`config.mk`:
```
export PLATFORM = sky130hd
export DESIGN_NAME = axil_cmd_master
export DESIGN_NICKNAME = d
export VERILOG_FILES = /design/src/rtl/axil_cmd_master_pkg.sv /design/src/rtl/axil_cmd_master_sat_counter.sv /design/src/rtl/axil_cmd_master.sv
export SDC_FILE = /design/constraint.sdc
export NUM_CORES = 1
export LEC_CHECK = 0
export ABC_AREA = 1
export BUFFER_PORTS_ARGS = -buffer_cell sky130_fd_sc_hd__buf_4
export CORE_MARGIN = 2
export CORE_UTILIZATION = 48
export CTS_BUF_LIST = sky130_fd_sc_hd__clkbuf_8 sky130_fd_sc_hd__clkbuf_16
export CTS_CLUSTER_SIZE = 25
export DETAILED_ROUTE_END_ITERATION = 10
export HOLD_SLACK_MARGIN = 0.15
export PLACE_DENSITY = 0.85
export SLEW_MARGIN = 40
export SYNTH_ARGS = -nofsm -noshare
export SYNTH_HDL_FRONTEND = slang
export SYNTH_SLANG_ARGS = --single-unit
```
`constraint.sdc`:
```
create_clock -name clk -period 2.2 [get_ports clk]
set_input_delay 0.66 -clock clk [delete_from_list [all_inputs] [get_ports clk]]
set_output_delay 0.66 -clock clk [all_outputs]
set_load 0.05 [all_outputs]
```
`src/rtl/axil_cmd_master_pkg.sv`:
```
// Shared constants and types for the AXI4-Lite command master.
package axil_cmd_master_pkg;

  // AXI response codes
  localparam logic [1:0] AXI_RESP_OKAY   = 2'b00;
  localparam logic [1:0] AXI_RESP_EXOKAY = 2'b01;
  localparam logic [1:0] AXI_RESP_SLVERR = 2'b10;
  localparam logic [1:0] AXI_RESP_DECERR = 2'b11;

  // Unprivileged, secure, data access
  localparam logic [2:0] AXI_PROT_DEFAULT = 3'b000;

  typedef enum logic [2:0] {
    AXIL_M_IDLE    = 3'd0,
    AXIL_M_WR_REQ  = 3'd1,
    AXIL_M_WR_RESP = 3'd2,
    AXIL_M_RD_REQ  = 3'd3,
    AXIL_M_RD_RESP = 3'd4,
    AXIL_M_RSP     = 3'd5
  } axil_m_state_e;

endpackage

```
`src/rtl/axil_cmd_master_sat_counter.sv`:
```
// Saturating up-counter with synchronous clear; clear wins over enable.
module sat_counter #(
  parameter int unsigned WIDTH = 16
) (
  input  logic             clk,
  input  logic             rst,
  input  logic             clr,
  input  logic             en,
  output logic [WIDTH-1:0] count_next
);

  logic [WIDTH-1:0] count_q;
  logic [WIDTH-1:0] count_d;

  // Next count: clear, else increment unless already at all-ones
  always_comb begin
    count_d = count_q;
    if (clr) begin
      count_d = '0;
    end else if (en && (count_q != '1)) begin
      count_d = count_q + 1'b1;
    end
  end

  // Count register
  always_ff @(posedge clk or negedge rst) begin
    if (!rst) begin
      count_q <= '0;
    end else begin
      count_q <= count_d;
    end
  end

  // The master latches the value the counter takes at the closing edge,
  // so the handshake cycle itself is included in the latency.
  assign count_next = count_d;

endmodule

```
`src/rtl/axil_cmd_master.sv`:
```
// AXI4-Lite single-outstanding master: one command in, one AXI transaction
// out, one response back with the measured transaction latency.
module axil_cmd_master #(
  parameter int unsigned ADDR_WIDTH = 32,
  parameter int unsigned DATA_WIDTH = 32,
  parameter int unsigned LAT_WIDTH  = 16
) (
  input  logic                    clk,
  input  logic                    rst,
  input  logic                    cmd_valid,
  output logic                    cmd_ready,
  input  logic                    cmd_write,
  input  logic [ADDR_WIDTH-1:0]   cmd_addr,
  input  logic [DATA_WIDTH-1:0]   cmd_wdata,
  input  logic [DATA_WIDTH/8-1:0] cmd_wstrb,
  output logic                    rsp_valid,
  input  logic                    rsp_ready,
  output logic                    rsp_write,
  output logic [DATA_WIDTH-1:0]   rsp_rdata,
  output logic [1:0]              rsp_resp,
  output logic [LAT_WIDTH-1:0]    rsp_latency,
  output logic                    busy,
  output logic                    M_AXI_AWVALID,
  input  logic                    M_AXI_AWREADY,
  output logic [ADDR_WIDTH-1:0]   M_AXI_AWADDR,
  output logic [2:0]              M_AXI_AWPROT,
  output logic                    M_AXI_WVALID,
  input  logic                    M_AXI_WREADY,
  output logic [DATA_WIDTH-1:0]   M_AXI_WDATA,
  output logic [DATA_WIDTH/8-1:0] M_AXI_WSTRB,
  input  logic                    M_AXI_BVALID,
  output logic                    M_AXI_BREADY,
  input  logic [1:0]              M_AXI_BRESP,
  output logic                    M_AXI_ARVALID,
  input  logic                    M_AXI_ARREADY,
  output logic [ADDR_WIDTH-1:0]   M_AXI_ARADDR,
  output logic [2:0]              M_AXI_ARPROT,
  input  logic                    M_AXI_RVALID,
  output logic                    M_AXI_RREADY,
  input  logic [DATA_WIDTH-1:0]   M_AXI_RDATA,
  input  logic [1:0]              M_AXI_RRESP
);

  import axil_cmd_master_pkg::*;

  axil_m_state_e state_q, state_d;

  logic                    cmd_ready_q, cmd_ready_d;
  logic                    busy_q, busy_d;
  logic                    awvalid_q, awvalid_d;
  logic                    wvalid_q, wvalid_d;
  logic                    bready_q, bready_d;
  logic                    arvalid_q, arvalid_d;
  logic                    rready_q, rready_d;
  logic                    aw_done_q, aw_done_d;
  logic                    w_done_q, w_done_d;
  logic [ADDR_WIDTH-1:0]   addr_q, addr_d;
  logic [DATA_WIDTH-1:0]   wdata_q, wdata_d;
  logic [DATA_WIDTH/8-1:0] wstrb_q, wstrb_d;
  logic                    rsp_valid_q, rsp_valid_d;
  logic                    rsp_write_q, rsp_write_d;
  logic [DATA_WIDTH-1:0]   rsp_rdata_q, rsp_rdata_d;
  logic [1:0]              rsp_resp_q, rsp_resp_d;
  logic [LAT_WIDTH-1:0]    rsp_latency_q, rsp_latency_d;

  logic                    cmd_hs, aw_hs, w_hs, b_hs, ar_hs, r_hs, rsp_hs;
  logic                    lat_en;
  logic [LAT_WIDTH-1:0]    lat_next;

  assign cmd_hs = cmd_valid & cmd_ready_q;
  assign aw_hs  = awvalid_q & M_AXI_AWREADY;
  assign w_hs   = wvalid_q & M_AXI_WREADY;
  assign b_hs   = bready_q & M_AXI_BVALID;
  assign ar_hs  = arvalid_q & M_AXI_ARREADY;
  assign r_hs   = rready_q & M_AXI_RVALID;
  assign rsp_hs = rsp_valid_q & rsp_ready;

  assign lat_en = (state_q == AXIL_M_WR_REQ) || (state_q == AXIL_M_WR_RESP) ||
                  (state_q == AXIL_M_RD_REQ) || (state_q == AXIL_M_RD_RESP);

  sat_counter #(
    .WIDTH (LAT_WIDTH)
  ) u_lat (
    .clk        (clk),
    .rst        (rst),
    .clr        (cmd_hs),
    .en         (lat_en),
    .count_next (lat_next)
  );

  // State register
  always_ff @(posedge clk or negedge rst) begin
    if (!rst) begin
      state_q <= AXIL_M_IDLE;
    end else begin
      state_q <= state_d;
    end
  end

  // Next-state logic
  always_comb begin
    state_d = state_q;
    case (state_q)
      AXIL_M_IDLE: begin
        if (cmd_hs) begin
          state_d = cmd_write ? AXIL_M_WR_REQ : AXIL_M_RD_REQ;
        end
      end
      AXIL_M_WR_REQ: begin
        if ((aw_done_q || aw_hs) && (w_done_q || w_hs)) begin
          state_d = AXIL_M_WR_RESP;
        end
      end
      AXIL_M_WR_RESP: if (b_hs)   state_d = AXIL_M_RSP;
      AXIL_M_RD_REQ:  if (ar_hs)  state_d = AXIL_M_RD_RESP;
      AXIL_M_RD_RESP: if (r_hs)   state_d = AXIL_M_RSP;
      AXIL_M_RSP:     if (rsp_hs) state_d = AXIL_M_IDLE;
      default:        state_d = AXIL_M_IDLE;
    endcase
  end

  // Next values of every registered output, decoded from the next state
  // so each handshake signal is a flop rather than a gate on the state.
  always_comb begin
    aw_done_d     = aw_done_q;
    w_done_d      = w_done_q;
    addr_d        = addr_q;
    wdata_d       = wdata_q;
    wstrb_d       = wstrb_q;
    rsp_write_d   = rsp_write_q;
    rsp_rdata_d   = rsp_rdata_q;
    rsp_resp_d    = rsp_resp_q;
    rsp_latency_d = rsp_latency_q;

    if (cmd_hs) begin
      aw_done_d = 1'b0;
      w_done_d  = 1'b0;
      addr_d    = cmd_addr;
      wdata_d   = cmd_wdata;
      wstrb_d   = cmd_wstrb;
    end
    if (aw_hs) aw_done_d = 1'b1;
    if (w_hs)  w_done_d  = 1'b1;

    // AW and W retire independently; each VALID falls after its own handshake
    awvalid_d   = (state_d == AXIL_M_WR_REQ) && !aw_done_d;
    wvalid_d    = (state_d == AXIL_M_WR_REQ) && !w_done_d;
    bready_d    = (state_d == AXIL_M_WR_RESP);
    arvalid_d   = (state_d == AXIL_M_RD_REQ);
    rready_d    = (state_d == AXIL_M_RD_RESP);
    rsp_valid_d = (state_d == AXIL_M_RSP);
    cmd_ready_d = (state_d == AXIL_M_IDLE);
    busy_d      = (state_d != AXIL_M_IDLE);

    if (b_hs) begin
      rsp_write_d   = 1'b1;
      rsp_rdata_d   = '0;
      rsp_resp_d    = M_AXI_BRESP;
      rsp_latency_d = lat_next;
    end
    if (r_hs) begin
      rsp_write_d   = 1'b0;
      rsp_rdata_d   = M_AXI_RDATA;
      rsp_resp_d    = M_AXI_RRESP;
      rsp_latency_d = lat_next;
    end
  end

  // Output and payload registers
  always_ff @(posedge clk or negedge rst) begin
    if (!rst) begin
      cmd_ready_q   <= 1'b0;
      busy_q        <= 1'b0;
      awvalid_q     <= 1'b0;
      wvalid_q      <= 1'b0;
      bready_q      <= 1'b0;
      arvalid_q     <= 1'b0;
      rready_q      <= 1'b0;
      aw_done_q     <= 1'b0;
      w_done_q      <= 1'b0;
      addr_q        <= '0;
      wdata_q       <= '0;
      wstrb_q       <= '0;
      rsp_valid_q   <= 1'b0;
      rsp_write_q   <= 1'b0;
      rsp_rdata_q   <= '0;
      rsp_resp_q    <= '0;
      rsp_latency_q <= '0;
    end else begin
      cmd_ready_q   <= cmd_ready_d;
      busy_q        <= busy_d;
      awvalid_q     <= awvalid_d;
      wvalid_q      <= wvalid_d;
      bready_q      <= bready_d;
      arvalid_q     <= arvalid_d;
      rready_q      <= rready_d;
      aw_done_q     <= aw_done_d;
      w_done_q      <= w_done_d;
      addr_q        <= addr_d;
      wdata_q       <= wdata_d;
      wstrb_q       <= wstrb_d;
      rsp_valid_q   <= rsp_valid_d;
      rsp_write_q   <= rsp_write_d;
      rsp_rdata_q   <= rsp_rdata_d;
      rsp_resp_q    <= rsp_resp_d;
      rsp_latency_q <= rsp_latency_d;
    end
  end

  assign cmd_ready     = cmd_ready_q;
  assign busy          = busy_q;
  assign rsp_valid     = rsp_valid_q;
  assign rsp_write     = rsp_write_q;
  assign rsp_rdata     = rsp_rdata_q;
  assign rsp_resp      = rsp_resp_q;
  assign rsp_latency   = rsp_latency_q;
  assign M_AXI_AWVALID = awvalid_q;
  assign M_AXI_AWADDR  = addr_q;
  assign M_AXI_AWPROT  = AXI_PROT_DEFAULT;
  assign M_AXI_WVALID  = wvalid_q;
  assign M_AXI_WDATA   = wdata_q;
  assign M_AXI_WSTRB   = wstrb_q;
  assign M_AXI_BREADY  = bready_q;
  assign M_AXI_ARVALID = arvalid_q;
  assign M_AXI_ARADDR  = addr_q;
  assign M_AXI_ARPROT  = AXI_PROT_DEFAULT;
  assign M_AXI_RREADY  = rready_q;

endmodule

```
[Yosys cells after proc, flatten, opt, wreduce, memory -nomap -nowiden]
Cells that the tools add are included.
Storage, ports and cells
  bits in registers: 148
  input port bits: 114
  output and inout port bits: 165
Operators by class
  add/sub/neg operators: 1
  equality and inequality tests: 11
  mux-type cells: 22
  bitwise logic cells: 7
  reductions and logical operators: 15
Operator list (number)
  $mux 16: 4
  $mux 32: 2
  $mux 3: 6
  $pmux 3 s6: 1
  $add 16x1->16 const B: 1
  $ne 16x16->1 const B: 1
  $eq 3x2->1 const B: 4
  $eq 3x3->1 const B: 4
  $and 1x1->1: 7
  $eq 3x1->1 const B: 2
  $logic_not 3->1: 2
  $mux 1: 6
  $mux 2: 3
  $logic_or 1x1->1: 5
  $logic_and 1x1->1: 4
  $reduce_bool 3->1: 1
  $logic_not 1->1: 2
  $reduce_bool 2->1: 1

[Depth between registers and ports, before layout]
  depth after elaboration: 9
  mapped depth: 11
  depth with buffers taken out: 10

[By module]
A second synthesis with hierarchy kept.
Second synthesis, totals
  cell total of the unflattened synthesis: 742
  area, all modules: 6523.8 um^2
Modules (own cells, without submodules)
  axil_cmd_master: times used 1, cells each 588, area an instance 5426.5 um^2
  sat_counter: times used 1, cells each 154, area an instance 1097.3 um^2

[Worst setup path before layout]
No wires, ideal clock.
  path type: register to register
  start: register cmd_ready_q, in the netlist cmd_ready
  end: register u_lat.count_q[0]
  arrival time: 1.577 ns
  slack: 0.491 ns
  cell stages (with the launch flop): 6
  path buffers: 2
  path through: dfrtp_1 -> nand2_1 -> inv_2 -> buf_2 -> clkbuf_1 -> nor2_1
On the way
  word-level cells in the longest chain between the ends: 2
RTL lines
  from (decl): line axil_cmd_master.sv:48  | logic cmd_ready_q, cmd_ready_d;
  from (signal assigned): line axil_cmd_master.sv:190  | cmd_ready_q <= cmd_ready_d;
  $and 1x1->1: line axil_cmd_master.sv:70  | assign cmd_hs = cmd_valid & cmd_ready_q;
  $mux 16: line axil_cmd_master_sat_counter.sv:18  | if (clr) begin
  net lat_next[0]: line axil_cmd_master.sv:68  | logic [LAT_WIDTH-1:0] lat_next;
  to (signal assigned): line axil_cmd_master_sat_counter.sv:30  | count_q <= count_d;
  to (decl): line axil_cmd_master_sat_counter.sv:12  | logic [WIDTH-1:0] count_q;
The timed path passes the listed nets, and every way through them passes these cells.
A chain may end at the register's enable or synchronous reset.

[Worst setup path after layout]
  start: register u_lat.count_q[0]
  end: register rsp_latency_q[6], in the netlist rsp_latency[6]
On the way
  word-level cells in the longest chain between the ends: 6
RTL lines
  parallel branches: the longest is 2 deep, another holds $add 16x1->16
  $mux 16 *: line axil_cmd_master_sat_counter.sv:20  | end else if (en && (count_q != '1)) begin
  $mux 16 *: line axil_cmd_master_sat_counter.sv:18
  $mux 16: line axil_cmd_master.sv:155  | if (b_hs) begin
  $mux 16 *: line axil_cmd_master.sv:161  | if (r_hs) begin
  to (signal assigned): line axil_cmd_master.sv:206  | rsp_latency_q <= rsp_latency_d;
  to (decl): line axil_cmd_master.sv:64  | logic [LAT_WIDTH-1:0] rsp_latency_q, rsp_latency_d;
Every way passes the cells marked *. The select of a mux whose other input is x is not followed.

==> results by group <==
Status
  – Outcome: finished, final reports clean

Drt
  – Vias: 5667
  – TritonRoute pass-1 iters: 5
  – Drt total wl: 17.4 mm
  – Initial drt markers: 375
  – Antenna viol nets, final: 0
  – Wire per inst: between 15 and 20 um
  – Vias/cell: just under 5
  – DR DRC count: 0

Setup path
  – Crit path required time: 2.49 ns
  – Reg-to-reg slack, setup: 0.29 ns
  – CP max stage cell: dfrtp_1
  – WP data arrival: 2.20 ns
  – Worst setup EP type: flip-flop
  – Worst path cell trace: ha_1, nand2_1, nor2_2, nand4_2, nand2_1, nand2_1, nand4_1, nand2_1
  – Delay of the slowest critical-path stage: 0.42 ns
  – Crit path top cell by count: nand2_1
  – Crit-path max FO: 11
  – Crit Path Category: flip-flop to flip-flop
  – Startpoint Class: flip-flop

Final layout
  – ANT cells: 0
  – Layout Nets: 1072
  – Layout area overhead: 40.9%
  – FF+latch area: 3700 sq um
  – Footprint of the multi-input gates: 2140 sq um
  – Fill cells: approximately 1000
  – Share of layout cells above drive strength 1: between 30% and 40%

Placement
  – GPL Wtd Cong: about 0.90
  – HPWL Detailed: 12.3 mm
  – Port Buffers: between 200 and 300

Yosys
  – Cells after synthesis: between 700 and 800
  – Largest area contributor in the netlist: dfrtp_1
  – #FFs+latches synth: 148
  – Netlist cell types: 30
  – Most frequent cell after synthesis: nand2_1
  – Mapped Area: ~6400 sq um
  – Synth top area share: roughly three fifths
  – Number of synthesized flops with an enable pin: 0
  – Synth warn: 0
  – Sequential share of the synthesized area: 58.2%
  – Syn avg cell area: 8.86 sq um
  – Synth Flop Type: dfrtp_1
  – Fraction of registers with async set/reset: 100%
  – Most common library cells after synthesis: nand2_1, dfrtp_1, buf_4
  – Largest cells by area after synthesis: dfrtp_1, nand2_1, buf_4

STA
  – Rel. slew slack: 51.4%
  – Fin. Hold Viols: 0
  – RSZ-0062 raised after global routing: no
  – Period utilisation layout: 86.7%
  – Measured slew at the worst slew-check pin: 0.730 ns
  – Setup TNS: 0 ns
  – Final setup violation count: 0
  – Fmax: 524 MHz
  – Max-slew violations: 0
  – Clock Skews: roughly 0.0090 ns
  – Post-route minimum period: around 1.9 ns

Die
  – Core area: 13100 sq um
  – Row count: 42
  – Die width: 119 um
  – Initial Utilization: 48.6%
  – # IOs: between 200 and 300
  – Chip height: between 100 and 150 um
  – DIE AREA: 14200 sq um

Clocking
  – Clock Path Buffers: 2
  – Total CTS buffers: 17
  – Worst-path clk slew: 0.06 ns
  – Skew-Pair Late Insertion Delay: 0.42 ns
  – TritonCTS clock tree: done
  – CTS Hold Bufs: 0
  – Number of setup buffers added after CTS: 0
  – Number of gates resized after cts: 0
  – Clk root buf: clkbuf_16
  – Deepest level of the CTS H-tree: 4
  – Clk sink count: 148

Hold path
  – HP Class: input port to async pin

Global route
  – GR Overflow Total: 0
  – Initial antenna violation count: 0
  – GRT Overall Usage: 24.9%
  – First-pass GRT wire length: approximately 28 mm
  – Largest net degree at the start of global routing: 72
  – Vias in the first global route: 5524

Job
  – Max_cap viols: 0
## per-stage QoR
stage / cells / setup slack [ns] / utilization [%] / area [sq um] / hold WS, ns
after floorplan: 723 / 0.491 / - / 6380 / 0.364
after CTS: 1146 / 0.300 / 68.5 / 8960 / 0.172
after detailed placement: 1114 / 0.349 / 63.8 / 8350 / 0.466
final: 1146 / 0.293 / 68.5 / 8960 / 0.173
after global placement: 1114 / 0.397 / 63.8 / 8350 / 0.464
after global routing: 1146 / 0.147 / 68.5 / 8960 / 0.188
## flip-flops by register name (all words and copies together), names as in the netlist
register,flops
M_AXI_ARVALID,1
M_AXI_RREADY,1
u_lat.count_q,16
rsp_rdata,32
rsp_valid,1
state_q,3
M_AXI_WDATA,32
M_AXI_WVALID,1
rsp_write,1
busy,1
rsp_resp,2
M_AXI_AWVALID,1
aw_done_q,1
w_done_q,1
rsp_latency,16
M_AXI_WSTRB,4
cmd_ready,1
M_AXI_ARADDR,32
M_AXI_BREADY,1
## cell families after synthesis
group | synth area share [%]
adders and majority gates | 0.197
buffers and inverters | 8.44
AOI/OAI and AO/OA | 5.94
and+or+nand+nor | 26.5
other | 0.0590
DFF | 58.2
xor gates and xnor gates | 0.689
## cells in the final DEF, fill, tap and decap left out, types with 6 or more instances in the layout
cell and count:
nand4_1 14, a22o_1 32, nand3_1 24, clkbuf_16 17, nand2_1 320, a21oi_1 7, buf_4 279, nor2_1 35
inv_1 26, conb_1 6, dfrtp_1 148, o21ai_0 7
## worst max-delay path, delay by kind of cell, from the launching register on
kind / cells / cell delay [ns]
fa+ha+maj: 1 / 0.29
flops: 1 / 0.42
simple gates: 7 / 1.07
## path summary, 6_finish.rpt
path                                  start              end  cells past startpoint
setup / recovery           u_lat.count_q[0]   rsp_latency[6]                      8
hold / removal                          rst    rsp_rdata[31]                      1
setup reg to reg           u_lat.count_q[0]   rsp_latency[6]                      8
hold reg to reg             M_AXI_WDATA[16]  M_AXI_WDATA[16]                      2
max in group asynchronous               rst    rsp_rdata[21]                      2
min in group clk              cmd_wdata[12]  M_AXI_WDATA[12]                      3
## area by class of cell
class	count	area share (%)
Inverter	31	1.30
Clock inverter	14	1.97
Clock buffer	18	4.90
Tap cell	176	2.46
Sequential cell	148	41.3
Multi-Input combinational cell	476	23.9
Timing Repair Buffer	283	24.2
## layer usage
metal  wire [um]  global-route usage, %  part of all wire, %
met5           0                      0                    0
met4         283                   7.44                  1.6
met3        1220                   7.52                  7.0
met2        9020                   42.6                   52
met1        6900                   30.3                   40
Power is left out: the tool's default activity adds up to more than one toggle a clock period on the data nets, which glitch-free logic cannot reach.
